==> config.mk <==
export PLATFORM = sky130hd
export DESIGN_NAME = mux4_rr_arbiter
export DESIGN_NICKNAME = d
export VERILOG_FILES = /design/src/rtl/mux4_rr_arbiter_pkg.sv /design/src/rtl/mux4_rr_arbiter_pick.sv /design/src/rtl/mux4_rr_arbiter.sv
export SDC_FILE = /design/constraint.sdc
export NUM_CORES = 1
export LEC_CHECK = 0
export CAP_MARGIN = 20
export CORE_MARGIN = 2
export CORE_UTILIZATION = 51
export CTS_BUF_LIST = sky130_fd_sc_hd__clkbuf_8 sky130_fd_sc_hd__clkbuf_16
export CTS_CLUSTER_SIZE = 20
export DETAILED_ROUTE_END_ITERATION = 10
export GPL_TIMING_DRIVEN = 0
export PLACE_DENSITY = 0.72
export SYNTH_ARGS = -nofsm -noshare
export SYNTH_HDL_FRONTEND = slang
export SYNTH_HIERARCHICAL = 1
export SYNTH_SLANG_ARGS = --single-unit
==> constraint.sdc <==
create_clock -name clk -period 2.5 [get_ports clk]
set_clock_uncertainty 0.2 [all_clocks]
set_input_delay 0.375 -clock clk [delete_from_list [all_inputs] [get_ports clk]]
set_output_delay 0.375 -clock clk [all_outputs]
set_load 0.005 [all_outputs]
==> src/rtl/mux4_rr_arbiter_pkg.sv <==
// Shared types and constants for the four-way round-robin mux arbiter.
package mux4_rr_arbiter_pkg;

  localparam int NUM_REQ = 4;
  localparam int IDX_W   = 2;

  typedef logic [IDX_W-1:0]   idx_t;
  typedef logic [NUM_REQ-1:0] req_vec_t;

  typedef enum logic {
    IDLE  = 1'b0,
    GRANT = 1'b1
  } state_t;

  // Index of the requester that follows i in round-robin order.
  function automatic idx_t next_idx(input idx_t i);
    return i + idx_t'(1);
  endfunction

endpackage

==> src/rtl/mux4_rr_arbiter_pick.sv <==
// Rotating priority pick: first set request at or after ptr, modulo 4.
module rr_pick4
  import mux4_rr_arbiter_pkg::*;
(
  input  logic [NUM_REQ-1:0] req,
  input  logic [IDX_W-1:0]   ptr,
  output logic [NUM_REQ-1:0] pick,
  output logic [IDX_W-1:0]   idx,
  output logic               any
);

  idx_t cand;

  // NOTE: every output gets a default before the scan so no path leaves a
  // variable unassigned, which would otherwise infer a latch.
  always_comb begin
    idx  = ptr;
    cand = ptr;
    any  = |req;
    // Scan from the farthest offset down so the nearest hit is written last.
    for (int k = NUM_REQ - 1; k >= 0; k--) begin
      cand = ptr + IDX_W'(k);
      if (req[cand]) idx = cand;
    end
    pick = any ? (req_vec_t'(1) << idx) : '0;
  end

endmodule

==> src/rtl/mux4_rr_arbiter.sv <==
// Round-robin owner selection for a shared 4:1 mux with a bounded grant hold.
module mux4_rr_arbiter
  import mux4_rr_arbiter_pkg::*;
#(
  parameter int MAX_HOLD = 8,
  parameter int CNT_W    = 4
) (
  input  logic               clk,
  input  logic               rst,
  input  logic [NUM_REQ-1:0] req,
  output logic [NUM_REQ-1:0] gnt,
  output logic               s0,
  output logic               s1,
  output logic               busy
);

  localparam logic [CNT_W-1:0] HOLD_LAST = CNT_W'(MAX_HOLD - 1);

  state_t            state, state_nxt;
  idx_t              ptr, ptr_nxt;
  idx_t              sel, sel_nxt;
  logic [CNT_W-1:0]  hold_cnt, hold_nxt;
  req_vec_t          gnt_nxt;
  logic              busy_nxt;

  idx_t              pick_ptr;
  req_vec_t          pick;
  idx_t              pick_idx;
  logic              pick_any;
  logic              others;

  // While granted, any re-pick starts just past the owner; the owner can
  // only win again if nobody else is asking.
  assign pick_ptr = (state == GRANT) ? next_idx(sel) : ptr;
  assign others   = |(req & ~gnt);

  rr_pick4 u_pick (
    .req  (req),
    .ptr  (pick_ptr),
    .pick (pick),
    .idx  (pick_idx),
    .any  (pick_any)
  );

  always_comb begin
    state_nxt = state;
    ptr_nxt   = ptr;
    sel_nxt   = sel;
    hold_nxt  = hold_cnt;
    gnt_nxt   = gnt;

    unique case (state)
      IDLE: begin
        if (pick_any) begin
          state_nxt = GRANT;
          gnt_nxt   = pick;
          sel_nxt   = pick_idx;
          hold_nxt  = '0;
        end
      end
      GRANT: begin
        if (!req[sel]) begin
          ptr_nxt  = next_idx(sel);
          hold_nxt = '0;
          if (pick_any) begin
            gnt_nxt = pick;
            sel_nxt = pick_idx;
          end else begin
            state_nxt = IDLE;
            gnt_nxt   = '0;
          end
        end else if (hold_cnt < HOLD_LAST) begin
          hold_nxt = hold_cnt + CNT_W'(1);
        end else begin
          hold_nxt = '0;
          if (others) begin
            ptr_nxt = next_idx(sel);
            gnt_nxt = pick;
            sel_nxt = pick_idx;
          end
        end
      end
      default: state_nxt = IDLE;
    endcase

    busy_nxt = (state_nxt == GRANT);
  end

  // NOTE: state registers use non-blocking assignments so every flop samples
  // the pre-edge values regardless of statement order.
  always_ff @(posedge clk) begin
    if (rst) begin
      state    <= IDLE;
      ptr      <= '0;
      sel      <= '0;
      hold_cnt <= '0;
      gnt      <= '0;
      busy     <= 1'b0;
    end else begin
      state    <= state_nxt;
      ptr      <= ptr_nxt;
      sel      <= sel_nxt;
      hold_cnt <= hold_nxt;
      gnt      <= gnt_nxt;
      busy     <= busy_nxt;
    end
  end

  assign s0 = sel[0];
  assign s1 = sel[1];

endmodule

### Yosys cells after proc, flatten, opt, wreduce, memory -nomap -nowiden

Index checks and enable logic that the tools add are counted.

* multiplexer cells: 37
* $add $sub $neg: 5
* $lt $le $gt $ge: 6
* reduce and logical (&&, ||, !) cells: 5
* eq/ne operators: 5
* bitwise operators: 3
* shift operators: 1

Operators with widths (number)
* $mux W4: 9
* $mux W2: 12
* $pmux W4 S2: 2
* $lt A2 B3 Y1 const B: 5
* $bmux W1 S2: 5
* $reduce_or A4 Y1: 2
* $mux W1: 7
* $ne A2 B2 Y1 const B: 3
* $ne A3 B3 Y1 const B: 2
* $reduce_and A3 Y1: 2
* $add A2 B1 Y2 const B: 2
* $add A2 B2 Y2 const B: 2
* $add A4 B1 Y4 const B: 1
* $and A4 B4 Y4: 1
* $lt A4 B3 Y1 const B: 1
* $not A4 Y4: 1
* $pmux W2 S2: 1
* $shl A1 B2 Y4 const A: 1
* $pmux W1 S2: 1
* $reduce_and A2 Y1: 1
* $not A1 Y1: 1

* bits in registers: 13
* word-level logic and storage cells: 67

### Longest topological paths before layout

Gate-level depths: netlist of run 1.

* depth in word-level cells: 15
* gate-level depth with buffers: 9
* depth with buffers taken out: 7

### By module

Netlist of run 1, hierarchy kept.

Modules (own cells, without submodules)
* mux4_rr_arbiter: seq. area each 260.2 µm², cells each 80, area an instance 730.7 µm², times used 1
* rr_pick4: seq. area each 0.0 µm², cells each 30, area an instance 207.7 µm², times used 1

### Least setup slack after synthesis of run 1

OpenSTA, ideal clock, no wires.

* path kind: input-to-reg
* start: in req[3]
* end: reg gnt[0]
* slack: 0.461 ns
* setup time: 0.128 ns
* stages on the path: 5
* arrival: 1.711 ns
* cell sequence: buf_4 > or4_2 > o31a_1 > nand2_1 > mux2i_1

RTL lines
* start: declaration: line mux4_rr_arbiter.sv:10 `input logic [NUM_REQ-1:0] req,`
* $reduce_or A4 Y1 (*): line mux4_rr_arbiter_pick.sv:19 `any = |req;`
* named net pick_any: line mux4_rr_arbiter.sv:29 `logic pick_any;`
* $mux W4: line mux4_rr_arbiter_pick.sv:25 `pick = any ? (req_vec_t'(1) << idx) : '0;`
* $mux W4: line mux4_rr_arbiter.sv:76 `if (others) begin`
* $mux W4: line mux4_rr_arbiter.sv:72 `end else if (hold_cnt < HOLD_LAST) begin`
* $mux W4: line mux4_rr_arbiter.sv:62 `if (!req[sel]) begin`
* $pmux W4 S2: line mux4_rr_arbiter.sv:52 `unique case (state)`
* end signal: assignment: line mux4_rr_arbiter.sv:104 `gnt <= gnt_nxt;`
* end: declaration: line mux4_rr_arbiter.sv:11 `output logic [NUM_REQ-1:0] gnt,`

The timed path passes the listed nets; every way through them passes the cells marked *. The select of a mux whose other input is x is not followed.
A chain may end at the register's enable or synchronous reset.

### Worst setup path after layout of run 1

* start: in req[3]
* end: reg gnt[3]

The elaborated chain is that of the path after synthesis.

==> results of run 1 <==
synth_stat cells, drive strengths merged, types with 2 or more instances:
master	n	area (um2)
nand2	18	67.6
dfxtp	13	260
mux2i	9	90.1
nor2	9	33.8
a21oi	6	33.8
inv	6	22.5
buf	5	42.5
nand2b	5	38.8
o21ai	4	20.0
o211a	3	30.0
o22ai	3	31.3
a21o	2	16.3
a32oi	2	17.5
nor2b	2	12.5
o211ai	2	15.0
o21a	2	15.0
metal layers:
| metal | vias up | wire length, um | global-route usage |
|---|---|---|---|
| li1 | 431 | - | - |
| met1 | 404 | 946 | 0.298 |
| met2 | 25 | 960 | 0.326 |
| met3 | 5 | 94 | 0.0577 |
| met4 | 0 | 37 | 0.111 |
| met5 | - | 0 | 0 |
timing repair:
action                     CTS  global route
hold buffers                 0             0
hold endpoints to repair     0             0
gates resized for setup      0             2
setup endpoints to repair    0             2
area by class of cell:
cell class              count  area [um2]
flip-flops and latches     13         260
clock buffers               3        41.3
fillers                   150         582
multi-input cells          85         616
inverters                   6        22.5
clock inverters             1        3.75
plain buffers               6        50.0
repair buffers             12         120
well taps                  25        31.3
sequential cells by signal (all words and copies together), names as in the netlist:
register  count
gnt           4
hold_cnt      4
ptr           2
sel           2
state         1
critical path: cells and delay by family:
kind            cells  cell delay (ps)
compound gates      1              370
simple gates        2              680
buf+inv             2              680
mux                 1               60
path summary, 6_finish.rpt:
path / endpoint / slack, ps
setup reg to reg: sel[0] / 330
hold / removal: gnt[3] / 280
setup / recovery: gnt[3] / 260
hold reg to reg: gnt[3] / 280
cells by family (layout without fill, tap and decap cells):
family / Yosys count / after routing
simple gates: 40 / 40
compound gates: 33 / 33
flops: 13 / 13
buf+inv: 12 / 28
mux: 10 / 10
fa+ha+maj: 1 / 1
xor+xnor: 1 / 1
stage by stage:
stage / hold slack (ps) / cell area [um2] / instances / total power, mW
2_1_floorplan: 242 / 938 / 110 / 0.408
3_3_place_gp: 265 / 1090 / 147 / 0.469
3_5_place_dp: 273 / 1090 / 147 / 0.476
4_1_cts: 284 / 1130 / 151 / 0.672
5_1_grt: 304 / 1140 / 151 / 0.705
6_report: 278 / 1140 / 151 / 0.666
cells in the final DEF (no fill, tap or decap), types with 2 or more instances in the layout:
cell / Yosys / final
a32oi_1: 2 / 2
nor2b_1: 2 / 2
clkbuf_8: 0 / 3
o211a_1: 3 / 3
inv_1: 4 / 5
nand2_1: 18 / 18
nor2_1: 9 / 9
inv_2: 2 / 2
mux2i_1: 9 / 9
a21oi_1: 5 / 5
dfxtp_1: 13 / 13
o21ai_0: 2 / 2
o21a_1: 2 / 2
buf_4: 2 / 2
clkdlybuf4s50_1: 0 / 12
nand2b_1: 4 / 4
o21ai_1: 2 / 2
o211ai_1: 2 / 2
buf_6: 2 / 2
power breakdown:
group / leakage, nW / total (mW) / internal (mW) / switching [mW]
sequential: 0.107 / 0.243 / 0.227 / 0.0165
combinational: 0.333 / 0.234 / 0.118 / 0.115
clock: 0.0269 / 0.189 / 0.109 / 0.0805
==> impl_metrics.toml, run 1 <==
[clock_network]
cts_tree = "built"
cts_max_level = 1
cts.sinks = 13
clock_latency_ps = 250
post-cts-setup-buffers = 0
clk_pin_slew_ps = 60
cts_buffers = 3
cts-root-buf = "clkbuf_8"
clockBufferDepth = 2

[floorplanning]
dieArea_um2 = 2200
rows = 15
coreArea_um2 = 1730
die_w_um = 46.9
die_y_um = 46.9
io-pin-count = 13
initial_core_util = 0.543

[detailed_routing]
first_pass_iters = 4
drc_errors = 0
vias = 865
drt_iter0_drc = 34
wire_per_inst_um = 13.5
drt_wl_total_um = 2040
viasPerCell = 5.73
drtAntennaViolNets = 0

[yosys]
synth_simple_gate_area_frac = 0.207
syn_inst = 110
synthXorXnorAreaFrac = 0.00933
netlist-cell-type-count = 43
yosysSeqAreaShare = 0.277
synth_compound_area_frac = 0.296
synth_flop_cell = "dfxtp_1"
synthesis.area_um2 = 938
yosys.area_share.adder = 0.0133
ys_ff_latch = 13
ys_async_sr_fraction = 0
yosysWarnings = 6
syn_avg_cell_area_um2 = 8.53
synth_edf_count = 0
synth_top_family_by_area = "compound AO/OA/AOI/OAI gates"
syn_nets = 117
synthMuxAreaShare = 0.120

[run]
cap_violations = 0

[worst_setup_path]
critPathSlowestCell = "or4_4"
cp_max_fo = 9
r2r-start = "state"
slowest_delay_ps = 580
rr_worst_depth = 7
crit_start = "req[3]"
crit_type = "input pin to flop"
worst_setup_path_start_kind = "input pin"
crit_chain = "clkdlybuf4s50_1, buf_4, or4_4, o31a_1, nand2_1, mux2i_1"
arrival_ps = 2180
end_kind = "flop"
required_ps = 2430

[global_route]
antenna_found_initial = 0
grt_pass1_wl_um = 3370
grt_start_max_net_pins = 12
grt_usage = 0.221
grt-ovfl-total = 0
grt_pass1_vias = 777

[cells_and_area]
layout.nets = 134
final_core_util = 0.663
drive_above_1_share = 0.167
syn_to_final_growth_pct = 22.0
diodes = 0

[sta]
setup_viol = 0
worstMarginPinSlew_ps = 660
report.final.slew_viol_count = 0
min_period_ps = 2240
finalSetupTns_ps = 0
fin_ws_ps = 256
finalCritPeriodShare = 0.898
rsz0062_at_grt = "false"
hold_violations = 0
maxSlewHeadroom = 0.557
max_freq_ghz = 0.446

[placement]
hpwl_um = 1540
dp_worst_setup_slack_ps = -179
portBuffers = 12
gp_congestion = 0.806

[pwr]
ir_drop_mv = 0.427
cellLeakagePower_nw = 0.466
pwr_density_cell_nw_per_um2 = 582

[status]
status = "completed"

[hold_path]
hold_class = "flop to flop"
hold_start = "gnt[3]"
hold_depth = 2
Note: power is estimated with default switching activity, not from simulation.
==> run 2, diff against run 1 <==
HOLD_SLACK_MARGIN = 0.1   (was unset)
==> results of run 2 <==
Final layout, timing and power as in run 1 (identical DEF).
